==> config.mk <==
export PLATFORM = sky130hd
export DESIGN_NAME = filter_seq_ctrl
export DESIGN_NICKNAME = d
export VERILOG_FILES = /design/src/rtl/filter_seq_pkg.sv /design/src/rtl/filter_seq_ctrl_cnt.sv /design/src/rtl/filter_seq_ctrl.sv
export SDC_FILE = /design/constraint.sdc
export NUM_CORES = 1
export LEC_CHECK = 0
export BUFFER_PORTS_ARGS = -buffer_cell sky130_fd_sc_hd__buf_2
export CORE_AREA = 2 2 136 138
export CTS_BUF_LIST = sky130_fd_sc_hd__clkbuf_8 sky130_fd_sc_hd__clkbuf_16
export DETAILED_ROUTE_END_ITERATION = 7
export DIE_AREA = 0 0 138 140
export PLACE_DENSITY_LB_ADDON = 0.12
export SLEW_MARGIN = 30
export SYNTH_ARGS = -nofsm -noshare
export SYNTH_HDL_FRONTEND = slang
export SYNTH_SLANG_ARGS = --single-unit
==> constraint.sdc <==
create_clock -name clk -period 8.8 [get_ports clk]
set_input_delay 0.88 -clock clk [delete_from_list [all_inputs] [get_ports clk]]
set_output_delay 0.88 -clock clk [all_outputs]
set_load 0.02 [all_outputs]
==> src/rtl/filter_seq_pkg.sv <==
// Shared constants for the pixel filter sequencer: default widths and FSM state codes.
package filter_seq_pkg;

  localparam int SRC_ADDR_BITS_DEF = 15;
  localparam int DST_ADDR_BITS_DEF = 13;
  localparam int PIX_W_DEF         = 24;
  localparam int GRAY_W            = 8;

  typedef logic [2:0] state_t;

  localparam state_t ST_IDLE  = 3'd0;
  localparam state_t ST_RD    = 3'd1;
  localparam state_t ST_LATCH = 3'd2;
  localparam state_t ST_WR    = 3'd3;
  localparam state_t ST_NEXT  = 3'd4;
  localparam state_t ST_DONE  = 3'd5;

endpackage

==> src/rtl/filter_seq_ctrl_cnt.sv <==
// Loadable pixel index / written-pixel counter with terminal compare against the latched frame length.
module seq_addr_cnt #(
  parameter int SRC_BITS = 15,
  parameter int DST_BITS = 13
) (
  input  logic                clk_i,
  input  logic                reset_i,
  input  logic                load_i,
  input  logic                inc_i,
  input  logic [SRC_BITS:0]   len_i,
  output logic [SRC_BITS:0]   pix_cnt_o,
  output logic [SRC_BITS-1:0] nxt_addr_o,
  output logic [DST_BITS-1:0] dst_idx_o,
  output logic                last_o
);

  logic [SRC_BITS:0] len_q, len_d;
  logic [SRC_BITS:0] idx_q, idx_d;
  logic [SRC_BITS:0] pix_q, pix_d;
  logic [SRC_BITS:0] idx_inc_s;

  assign idx_inc_s  = idx_q + {{SRC_BITS{1'b0}}, 1'b1};
  assign last_o     = (idx_inc_s == len_q);
  assign nxt_addr_o = idx_inc_s[SRC_BITS-1:0];
  assign dst_idx_o  = idx_q[DST_BITS-1:0];
  assign pix_cnt_o  = pix_q;

  always_comb begin
    len_d = len_q;
    idx_d = idx_q;
    pix_d = pix_q;
    if (load_i) begin
      len_d = len_i;
      idx_d = '0;
      pix_d = '0;
    end else if (inc_i) begin
      idx_d = idx_inc_s;
      pix_d = pix_q + {{SRC_BITS{1'b0}}, 1'b1};
    end else begin
      idx_d = idx_q;
    end
  end

  always_ff @(posedge clk_i or posedge reset_i) begin
    if (reset_i) begin
      len_q <= '0;
      idx_q <= '0;
      pix_q <= '0;
    end else begin
      len_q <= len_d;
      idx_q <= idx_d;
      pix_q <= pix_d;
    end
  end

endmodule

==> src/rtl/filter_seq_ctrl.sv <==
// Frame sequencer: reads source pixels, hands each to an external filter and writes the gray result,
// one pixel every four cycles, with abort at pixel boundaries.
module filter_seq_ctrl
  import filter_seq_pkg::*;
#(
  parameter int SRC_ADDR_BITS = SRC_ADDR_BITS_DEF,
  parameter int DST_ADDR_BITS = DST_ADDR_BITS_DEF,
  parameter int PIX_W         = PIX_W_DEF
) (
  input  logic                     clk,
  input  logic                     reset,
  input  logic                     start,
  input  logic                     abort,
  input  logic [SRC_ADDR_BITS:0]   num_pixels,
  output logic [SRC_ADDR_BITS-1:0] src_addr,
  input  logic [PIX_W-1:0]         src_data,
  output logic [PIX_W-1:0]         flt_pixel,
  input  logic [GRAY_W-1:0]        flt_ret,
  output logic [DST_ADDR_BITS-1:0] dst_addr,
  output logic                     dst_we,
  output logic [GRAY_W-1:0]        dst_data,
  output logic                     busy,
  output logic                     done,
  output logic [SRC_ADDR_BITS:0]   pix_cnt
);

  state_t                   state_q, state_d;
  logic                     abort_pend_q, abort_pend_d;
  logic [SRC_ADDR_BITS-1:0] src_addr_q, src_addr_d;
  logic [DST_ADDR_BITS-1:0] dst_addr_q, dst_addr_d;
  logic [PIX_W-1:0]         flt_pixel_q, flt_pixel_d;
  logic                     dst_we_q, busy_q, done_q;
  logic                     load_s, inc_s, last_s;
  logic [SRC_ADDR_BITS-1:0] nxt_addr_s;
  logic [DST_ADDR_BITS-1:0] dst_idx_s;

  seq_addr_cnt #(
    .SRC_BITS (SRC_ADDR_BITS),
    .DST_BITS (DST_ADDR_BITS)
  ) u_cnt (
    .clk_i      (clk),
    .reset_i    (reset),
    .load_i     (load_s),
    .inc_i      (inc_s),
    .len_i      (num_pixels),
    .pix_cnt_o  (pix_cnt),
    .nxt_addr_o (nxt_addr_s),
    .dst_idx_o  (dst_idx_s),
    .last_o     (last_s)
  );

  always_comb begin
    state_d = state_q;
    load_s  = 1'b0;
    inc_s   = 1'b0;
    case (state_q)
      ST_IDLE: begin
        if (start && (num_pixels != '0)) begin
          load_s  = 1'b1;
          state_d = ST_RD;
        end else if (start) begin
          state_d = ST_DONE;
        end else begin
          state_d = ST_IDLE;
        end
      end
      ST_RD:    state_d = ST_LATCH;
      ST_LATCH: state_d = ST_WR;
      ST_WR:    state_d = ST_NEXT;
      ST_NEXT: begin
        inc_s = 1'b1;
        if (last_s || abort_pend_q) begin
          state_d = ST_DONE;
        end else begin
          state_d = ST_RD;
        end
      end
      ST_DONE:  state_d = ST_IDLE;
      default:  state_d = ST_IDLE;
    endcase
  end

  // Output registers are loaded on the transition into the state that presents them.
  always_comb begin
    abort_pend_d = (state_q == ST_IDLE) ? 1'b0 : (abort_pend_q | abort);
    src_addr_d   = src_addr_q;
    dst_addr_d   = dst_addr_q;
    flt_pixel_d  = flt_pixel_q;
    if (state_d == ST_RD) begin
      src_addr_d = load_s ? '0 : nxt_addr_s;
    end else begin
      src_addr_d = src_addr_q;
    end
    if (state_d == ST_WR) begin
      dst_addr_d = dst_idx_s;
    end else begin
      dst_addr_d = dst_addr_q;
    end
    if (state_q == ST_LATCH) begin
      flt_pixel_d = src_data;
    end else begin
      flt_pixel_d = flt_pixel_q;
    end
  end

  always_ff @(posedge clk or posedge reset) begin
    if (reset) begin
      state_q      <= ST_IDLE;
      abort_pend_q <= 1'b0;
      src_addr_q   <= '0;
      dst_addr_q   <= '0;
      flt_pixel_q  <= '0;
      dst_we_q     <= 1'b0;
      busy_q       <= 1'b0;
      done_q       <= 1'b0;
    end else begin
      state_q      <= state_d;
      abort_pend_q <= abort_pend_d;
      src_addr_q   <= src_addr_d;
      dst_addr_q   <= dst_addr_d;
      flt_pixel_q  <= flt_pixel_d;
      dst_we_q     <= (state_d == ST_WR);
      busy_q       <= (state_d != ST_IDLE);
      done_q       <= (state_d == ST_DONE);
    end
  end

  // The filter result only becomes valid once flt_pixel is registered, so it is gated, not registered.
  assign dst_data  = dst_we_q ? flt_ret : {GRAY_W{1'b0}};
  assign src_addr  = src_addr_q;
  assign dst_addr  = dst_addr_q;
  assign flt_pixel = flt_pixel_q;
  assign dst_we    = dst_we_q;
  assign busy      = busy_q;
  assign done      = done_q;

endmodule

==> reports/qor.txt <==
Least-Margin Pin Slew - 678 ps
Routability congestion estimate - 0.819
Largest net degree at the start of global routing - 73
Area occupied by multi-input gates - 2370 um2
Slew Limit Fails - 0
PwrDens - 283 nW/um2
Post-Syn Nets - 551
CP Buf/Inv Count - 1
GRT Total Usage - 14.4%
Max-slew headroom - 54.8%
Cell Area, Placed - 6040 um2
Wire per inst - 16.2 um
Avg Inst Size Synth - 10.5 um2
DPL Wire Length - 9.90 mm
RSZ-0062 raised after global routing - false
Crit Path Max Fanout - 10
CP arrival - 3280 ps
TNS Setup - 0 ps
DR iter-0 viols - 145
Critical Path Max Stage Delay - 530 ps
H-tree depth - 3
Async SR Flop Fraction - 100%
Drt pass-1 iters - 4
Die ar. - 19,300 um2
Final setup fails - 0
Cell Chain, Critical Path - ha_1 > and3_1 > nand4_2 > xnor2_1 > o2111ai_1 > nor4_4 > a211oi_4 > buf_6 > mux2i_1
Root Buffer - clkbuf_16
Mapped Area - 5230 um2
Diodes inserted - 0
Layout cell share with drive strength beyond 1 - 32.4%
Final ANT Viol Nets - 0
Clk slew on worst S/H paths - 70 ps
Row cnt - 49
Critical Path RT - 9070 ps
Final net count - 663
Leakage - 3.03 nW
Register area - 2680 um2
P&R area growth vs syn - 21.4%
Post-Synthesis Cells - 497
PostCTS Resize Cnt - 0
Max rail drop VDD - 138 uV
Final Skew - 8.86 ps
First-pass GRT wire length - 22.3 mm
# fillers - 1,866
Core Box Area - 17,800 um2
Worst setup EP type - flip-flop
Worst Setup Start Kind - flip-flop
Fin. Hold Viols - 0
Detailed Route WL - 13.6 mm
Most common flop cell mapped by yosys - dfrtp_1
Total gr overflow - 0
Synth unique cells - 45
Status - finished, final reports clean
Die width - 138 um
Post-CTS Setup Repair Bufs - 0
Clock Tree Buf Depth - 2
Initial cell density of the core - 29.4%
Post-synthesis sequential area ratio - 51.2%
CTS tree - yes
Yosys Warn Count - 0
Worst Hold Class - reg -> reg
Via count - 3,958
Highest Clock Rate - 332 MHz
Vias in the first global route - 3,985
Hold-fix buffers, CTS - 0
Post-synth EDFFs - 0
# port buffers - 130
Skew-Pair Late Insertion Delay - 350 ps
CTS Buf Count - 9
Seq cells post-synth - 107
Crit-path leading delay family - compound AO/OA/AOI/OAI gates
Crit share post-route - 34.2%
Drt drc - 0
Initial antenna violation count - 0
Number of vias per cell - 4.70
CP max-delay cell - dfrtp_1
Clock period minus worst slack - 3010 ps
Final instance area - 6350 um2
Die height - 140 um
I/O Pins - 131
Critical path class - reg -> reg
Max_cap viols - 0
Sink Count - 107
## path summary, 6_finish.rpt
| path | slack (ps) | endpoint | from | depth (start not counted) |
|---|---|---|---|---|
| min | 510 | flt_pixel[19] | flt_pixel[19] | 1 |
| max in group asynchronous | 7220 | u_cnt.len_q[7] | reset | 3 |
| min reg2reg | 510 | flt_pixel[19] | flt_pixel[19] | 1 |
| min in group asynchronous | 550 | flt_pixel[12] | reset | 2 |
| max reg2reg | 5790 | src_addr[4] | u_cnt.idx_q[0] | 9 |
| max | 5790 | src_addr[4] | u_cnt.idx_q[0] | 9 |
## stage by stage
stage | utilization, % | hold WS, ps | setup slack (ps) | cells | total power [mW]
2_1_floorplan | - | 447 | 5100 | 497 | 1.19
3_3_place_gp | 33.9 | 484 | 5630 | 826 | 1.40
3_5_place_dp | 33.9 | 491 | 5510 | 826 | 1.40
4_1_cts | 35.6 | 508 | 5500 | 842 | 1.82
5_1_grt | 35.7 | 516 | 5510 | 843 | 1.92
6_report | 35.7 | 505 | 5790 | 843 | 1.80
## cell families (layout without fill, tap and decap cells)
family	Yosys count	count (layout)	synth area share (%)
compound gates	32	32	3.83
xor+xnor	57	57	10.1
fa+ha+maj	2	2	0.479
buf+inv	39	156	3.57
flops	107	107	51.2
mux	54	54	11.2
simple gates	206	206	19.6
## layer usage
| layer | vias to the layer above | GRT usage (%) | wire length (um) |
|---|---|---|---|
| li1 | 1902 | - | - |
| met1 | 1948 | 19.3 | 6280 |
| met2 | 91 | 23.0 | 6500 |
| met3 | 17 | 3.04 | 566 |
| met4 | 0 | 5.96 | 302 |
| met5 | - | 0 | 0 |
## sequential cells by signal, indices dropped and copies added (netlist names)
name             flops
flt_pixel           24
u_cnt.idx_q         16
u_cnt.len_q         16
u_cnt.pix_cnt_o     16
src_addr            15
dst_addr            13
state_q              3
abort_pend_q         1
busy                 1
done                 1
dst_we               1
## cells in the final DEF, fill, tap and decap left out, drive strengths merged, types with 10 or more instances in the layout
master	n
nor3	11
mux2	37
nand4	12
nand2	86
o21ai	10
nor2	39
xnor2	30
dfrtp	107
mux2i	17
a21oi	12
buf	135
xor2	25
nand3	20
## report_power, final
group / switching, mW / internal, mW / total (mW)
clock: 0.191 / 0.221 / 0.413
combinational: 0.381 / 0.271 / 0.652
sequential: 0.114 / 0.619 / 0.733
## cells in the mapped netlist (2+ instances only)
cell	instances	area [um2]
dfrtp_1	107	2680
nand2_1	86	323
nor2_1	39	146
mux2_2	37	417
xnor2_1	30	263
xor2_1	25	219
nand3_1	19	95.1
clkbuf_1	18	67.6
mux2i_1	17	170
a21oi_1	12	60.1
nor3_1	11	55.1
o21ai_0	10	50.1
and2_1	9	56.3
nand4_1	9	56.3
nor4_1	6	37.5
and3_1	5	31.3
buf_2	5	25.0
buf_4	5	37.5
inv_1	5	18.8
and4_1	4	35.0
buf_1	4	15.0
or3_1	4	25.0
nor3b_1	3	22.5
buf_6	2	22.5
ha_1	2	25.0
nand4_2	2	25.0
nor2b_1	2	12.5
nor4_4	2	42.5
## worst register-to-register path: stages, from the launching register on
cell       delay (ps)
dfrtp_1           530
ha_1              370
and3_1            360
nand4_2           220
xnor2_1           180
o2111ai_1         270
nor4_4            100
a211oi_4          470
buf_6             240
mux2i_1           210
## area by class of cell
class	count	share of cell area (%)
clock buffer	9	3.55
clock inverter	7	1.08
inverter	5	0.335
multi-input combinational	351	37.4
sequential	107	42.2
tap	229	4.51
timing repair buffer	135	11.0
(Power assumes the default switching activity.)
